File: src/rtl/fsm_seq_driver.sv
// Sequencer for the 10-state Moore pattern FSM: resets the FSM, shifts a stored
// pattern into its x input one bit per clock, records y after every bit and
// counts the y=1 hits, then pulses done for one cycle.
module fsm_seq_driver #(
  parameter int unsigned PAT_W = 16,
  parameter int unsigned LEN_W = 5
) (
  input  logic             clk_i,
  input  logic             rst_i,
  input  logic             start_i,
  input  logic [PAT_W-1:0] pattern_i,
  input  logic [LEN_W-1:0] len_i,
  output logic             busy_o,
  output logic             done_o,
  output logic [LEN_W-1:0] hit_count_o,
  output logic [PAT_W-1:0] y_trace_o,
  output logic             fsm_rst_o,
  output logic             fsm_x_o,
  input  logic             fsm_y_i
);

  localparam logic [LEN_W-1:0] One    = LEN_W'(1);
  localparam logic [LEN_W-1:0] PatLen = LEN_W'(PAT_W);

  typedef enum logic [2:0] {
    StIdle,
    StReset,
    StRun,
    StTail,
    StDone
  } state_e;

  state_e           state_q, state_d;
  logic [PAT_W-1:0] shift_q, shift_d;
  logic [LEN_W-1:0] cnt_q, cnt_d;
  logic [LEN_W-1:0] eff_len_q, eff_len_d;
  logic [LEN_W-1:0] hit_q, hit_d;
  logic [PAT_W-1:0] trace_q, trace_d;

  logic             sample;
  logic [LEN_W-1:0] idx;

  // Next-state logic; y seen during RUN cycle k belongs to bit k-1, TAIL closes the last bit.
  always_comb begin
    state_d   = state_q;
    shift_d   = shift_q;
    cnt_d     = cnt_q;
    eff_len_d = eff_len_q;
    hit_d     = hit_q;
    trace_d   = trace_q;
    sample    = 1'b0;
    idx       = '0;

    case (state_q)
      StIdle: begin
        if (start_i && (len_i != '0)) begin
          shift_d   = pattern_i;
          eff_len_d = (len_i > PatLen) ? PatLen : len_i;
          hit_d     = '0;
          trace_d   = '0;
          cnt_d     = '0;
          state_d   = StReset;
        end
      end
      StReset: begin
        cnt_d   = '0;
        state_d = StRun;
      end
      StRun: begin
        shift_d = {1'b0, shift_q[PAT_W-1:1]};
        if (cnt_q != '0) begin
          sample = 1'b1;
          idx    = cnt_q - One;
        end
        if (cnt_q == (eff_len_q - One)) begin
          state_d = StTail;
        end else begin
          cnt_d = cnt_q + One;
        end
      end
      StTail: begin
        sample  = 1'b1;
        idx     = eff_len_q - One;
        state_d = StDone;
      end
      StDone: begin
        state_d = StIdle;
      end
      default: begin
        state_d = StIdle;
      end
    endcase

    if (sample) begin
      hit_d = hit_q + {{(LEN_W-1){1'b0}}, fsm_y_i};
      for (int unsigned i = 0; i < PAT_W; i++) begin
        if (LEN_W'(i) == idx) begin
          trace_d[i] = fsm_y_i;
        end
      end
    end
  end

  // State and datapath registers with synchronous reset.
  always_ff @(posedge clk_i) begin
    if (rst_i) begin
      state_q   <= StIdle;
      shift_q   <= '0;
      cnt_q     <= '0;
      eff_len_q <= '0;
      hit_q     <= '0;
      trace_q   <= '0;
    end else begin
      state_q   <= state_d;
      shift_q   <= shift_d;
      cnt_q     <= cnt_d;
      eff_len_q <= eff_len_d;
      hit_q     <= hit_d;
      trace_q   <= trace_d;
    end
  end

  // Outputs decoded from the current state; FSM reset follows system reset combinationally.
  always_comb begin
    busy_o      = (state_q == StReset) || (state_q == StRun) || (state_q == StTail);
    done_o      = (state_q == StDone);
    hit_count_o = hit_q;
    y_trace_o   = trace_q;
    fsm_rst_o   = rst_i || (state_q == StReset);
    fsm_x_o     = (state_q == StRun) ? shift_q[0] : 1'b0;
  end

endmodule

File: config.mk
export PLATFORM = sky130hd
export DESIGN_NAME = fsm_seq_driver
export DESIGN_NICKNAME = d
export VERILOG_FILES = /design/src/rtl/fsm_seq_driver.sv
export SDC_FILE = /design/constraint.sdc
export NUM_CORES = 1
export LEC_CHECK = 0
export CAP_MARGIN = 40
export CORE_UTILIZATION = 47
export CTS_CLUSTER_DIAMETER = 150
export DETAILED_ROUTE_END_ITERATION = 8
export PLACE_DENSITY = 0.87
export SLEW_MARGIN = 25
export SYNTH_ARGS = -nofsm -noshare
export SYNTH_HDL_FRONTEND = slang
export SYNTH_SLANG_ARGS = --single-unit
File: constraint.sdc
create_clock -name clk_i -period 2.05 [get_ports clk_i]
set_input_delay 0.205 -clock clk_i [delete_from_list [all_inputs] [get_ports clk_i]]
set_output_delay 0.205 -clock clk_i [all_outputs]
set_load 0.02 [all_outputs]
==> metrics <==
Ports 50; final period utilization 106%; r2r worst-path depth 10; grt total ovfl 0; top cells by count, synth dfxtp_1, nor2_1, mux2i_1; adder-cell area share of the yosys netlist 2.36%; Worst VDD drop 599 µV; Min-Delay Endpoint y_trace_o[4]$_SDFF_PP0_; hold-critical path depth 2; Synth Flop Type dfxtp_1; Pleak around 1.5 nW; Clock transition at path regs approximately 0.09 ns; critical path class flop to flop; Mapped Nets roughly 320; Crit Path Max Fanout 7; sequential fraction of the synthesis area 37.8%; Required @ worst endpoint about 2.2 ns; maxcap violations 0; Pwr Density ~600 nW/µm²; RSZ-0062 raised after global routing yes; FF-to-FF setup slack -0.12 ns; std cell rows 26; Die Height about 77 µm; CTS sink count 50; Final setup viols 16; Max-Slew Margin vs Limit a little over three fifths; total track usage roughly a quarter; Worst R2R Start cnt_q[1]$_SDFFE_PP0P_; layout cell share with drive strength beyond 1 approximately 30%; Area contributors post-synth dfxtp_1, mux2i_1, nor2_1, a211oi_1, xnor2_1; setup ws final -0.116 ns; largest net degree at the start of global routing 33; 1st-iter DRT viols roughly 230; number of flops mapped to enable cells by yosys 0; cell chosen for the clock root clkbuf_8; status finished, violations left; Worst Tran Pin Value roughly 0.56 ns; multi-input gate area in the final layout approximately 1900 µm²; Hold/Removal Path Class flop to flop; Tmin final 2.17 ns; post-synth cell types 51; 1st-pass router iterations 5; core outline area ~5300 µm²; synthesized area between 2000 and 3000 µm²; Max Slew Vio Count 0; syn avg cell area 9.01 µm²; Antenna diodes 0; post-route ant nets 0; via density per instance roughly 6.0; combinational family with the most area after synthesis compound AO/OA/AOI/OAI gates; Sum Neg Setup Slack -0.810 ns; Residual DRC 0; simple-gate share of the synthesized area between 20% and 30%; vias in the first global route 2564; H-tree levels 2; final HPWL from detailed placement approximately 4.7 mm; Async SR Flop Fraction 0%; Synth Area in Compound Gates around a fifth; reg-to-reg endpoint y_trace_o[10]$_SDFF_PP0_; CP Data Arrival Time around 2.4 ns; layout net count 410; Synth Area in XOR/XNOR under 10%; crit start category flop; Layout area overhead 53.5%; Setup crit end kind flop; IO buf count 49; fin cells approximately 450; routability cong. around 0.9; mux contribution to synthesized area a little under a tenth; Initial Utilization between 50% and 60%; Synth area leader dfxtp_1; Filler Cell Count roughly 340; fmax between 400 and 500 MHz; via count around 2700; Die W 77.1 µm; die area 5940 µm²; first-pass GRT wire length 12.1 mm; Clock Path Buffers 2; register area between 1000 and 1500 µm²; CTS buffer count 5; top-count cell post-synth dfxtp_1; worst skew pair latency between 0.3 and 0.4 ns; clock skew slightly below 0.01 ns; failing checks setup timing; Yosys Warn Count 0; area share of the largest cell type after synthesis between 30% and 40%; Setup crit start cnt_q[1]$_SDFFE_PP0P_; dpl cells 430; HP Start y_trace_o[4]$_SDFF_PP0_; FF+latch count, synth 50; Routed wire per std cell ~18 µm; Fin. Hold Viols 0; Post-Syn Instances slightly below 300; initial antenna violation count 0; Routed WL between 8 and 9 mm; CTS tree yes
-- critical path, stage by stage (launching register included) --
cell and delay (ns):
dfxtp_4 0.37, inv_2 0.07, ha_4 0.13, nor4b_4 0.26, buf_6 0.21, o32a_1 0.22
buf_4 0.15, o21ai_4 0.08, buf_4 0.17, o311ai_4 0.24, o41ai_2 0.12
-- cell families after synthesis --
logic type	count (synthesis)
muxes	24
DFF	50
and+or+nand+nor	101
buffers and inverters	31
xor gates and xnor gates	13
AOI/OAI and AO/OA	70
adders and majority gates	5
-- final cells by class --
class / instances / share of cell area, %
clock buffers: 7 / 1.88
flip-flops and latches: 50 / 24.8
inverters: 9 / 0.832
clock inverters: 1 / 0.739
well taps: 70 / 2.16
repair buffers: 101 / 23.1
multi-input cells: 213 / 46.5
-- state kept, by name, summed over array words and instances, names as in the netlist --
| name | count |
|---|---|
| cnt_q | 5 |
| hit_count_o | 5 |
| eff_len_q | 5 |
| state_q | 3 |
| y_trace_o | 16 |
| shift_q | 16 |
-- power by group --
group	total [mW]	internal (mW)	switching, mW	leakage, nW
Clock	0.698	0.366	0.332	0.0524
Combinational	0.626	0.294	0.332	1.08
Sequential	1.06	1.02	0.0364	0.409
-- metal layers --
layer | routed length [µm] | part of all wire [%] | GRT usage, %
met3 | 415 | 5.0 | 5.00
met1 | 3330 | 40 | 28.8
met4 | 286 | 3.5 | 12.6
met2 | 4250 | 51 | 46.9
met5 | 0 | 0 | 0
-- per-stage QoR --
step	hold slack [ns]	utilization (%)	power (mW)	setup slack [ns]	cell area, µm²
floorplan	0.353	-	1.38	-0.0180	2680
global placement	0.448	65.7	1.55	-0.124	3460
detailed placement	0.462	65.8	1.57	-0.211	3470
CTS	0.472	71.4	2.29	0.00192	3760
global route	0.510	77.1	2.48	-0.171	4060
finish	0.479	77.1	2.38	-0.116	4060
-- how the worst max path moves through the flow --
stage	slack [ns]	end	cells past startpoint
after floorplan	-0.02	y_trace_o[5]$_SDFF_PP0_	8
after global placement	-0.12	y_trace_o[6]$_SDFF_PP0_	7
after detailed placement	-0.21	y_trace_o[6]$_SDFF_PP0_	7
after CTS	0.002	hit_count_o[4]$_SDFFE_PP0P_	9
after global routing	-0.17	y_trace_o[8]$_SDFF_PP0_	10
final	-0.12	y_trace_o[10]$_SDFF_PP0_	10
-- cells in the final DEF, fill, tap and decap left out, types with 4 or more instances in the layout --
cell type and n:
a211oi_1 15, a21oi_1 13, buf_4 41, buf_6 6, clkbuf_8 5, clkdlybuf4s50_1 47
dfxtp_1 46, inv_1 6, mux2i_1 23, nand2_1 15, nand3_1 11, nor2_1 32
nor3b_1 4, nor4_2 4, nor4_4 4, o21ai_0 4, o21ai_4 5, o311ai_2 5
o41ai_1 7, xnor2_1 5, xnor2_2 4
-- repair_timing --
item / in CTS / in global routing
gates resized for setup: 35 / 42
setup buffers: 4 / 9
endpoints found under the setup margin: 20 / 22
pin swaps: 4 / 8
hold buffers: 0 / 0
No activity file was read; power rests on OpenSTA's default activity.
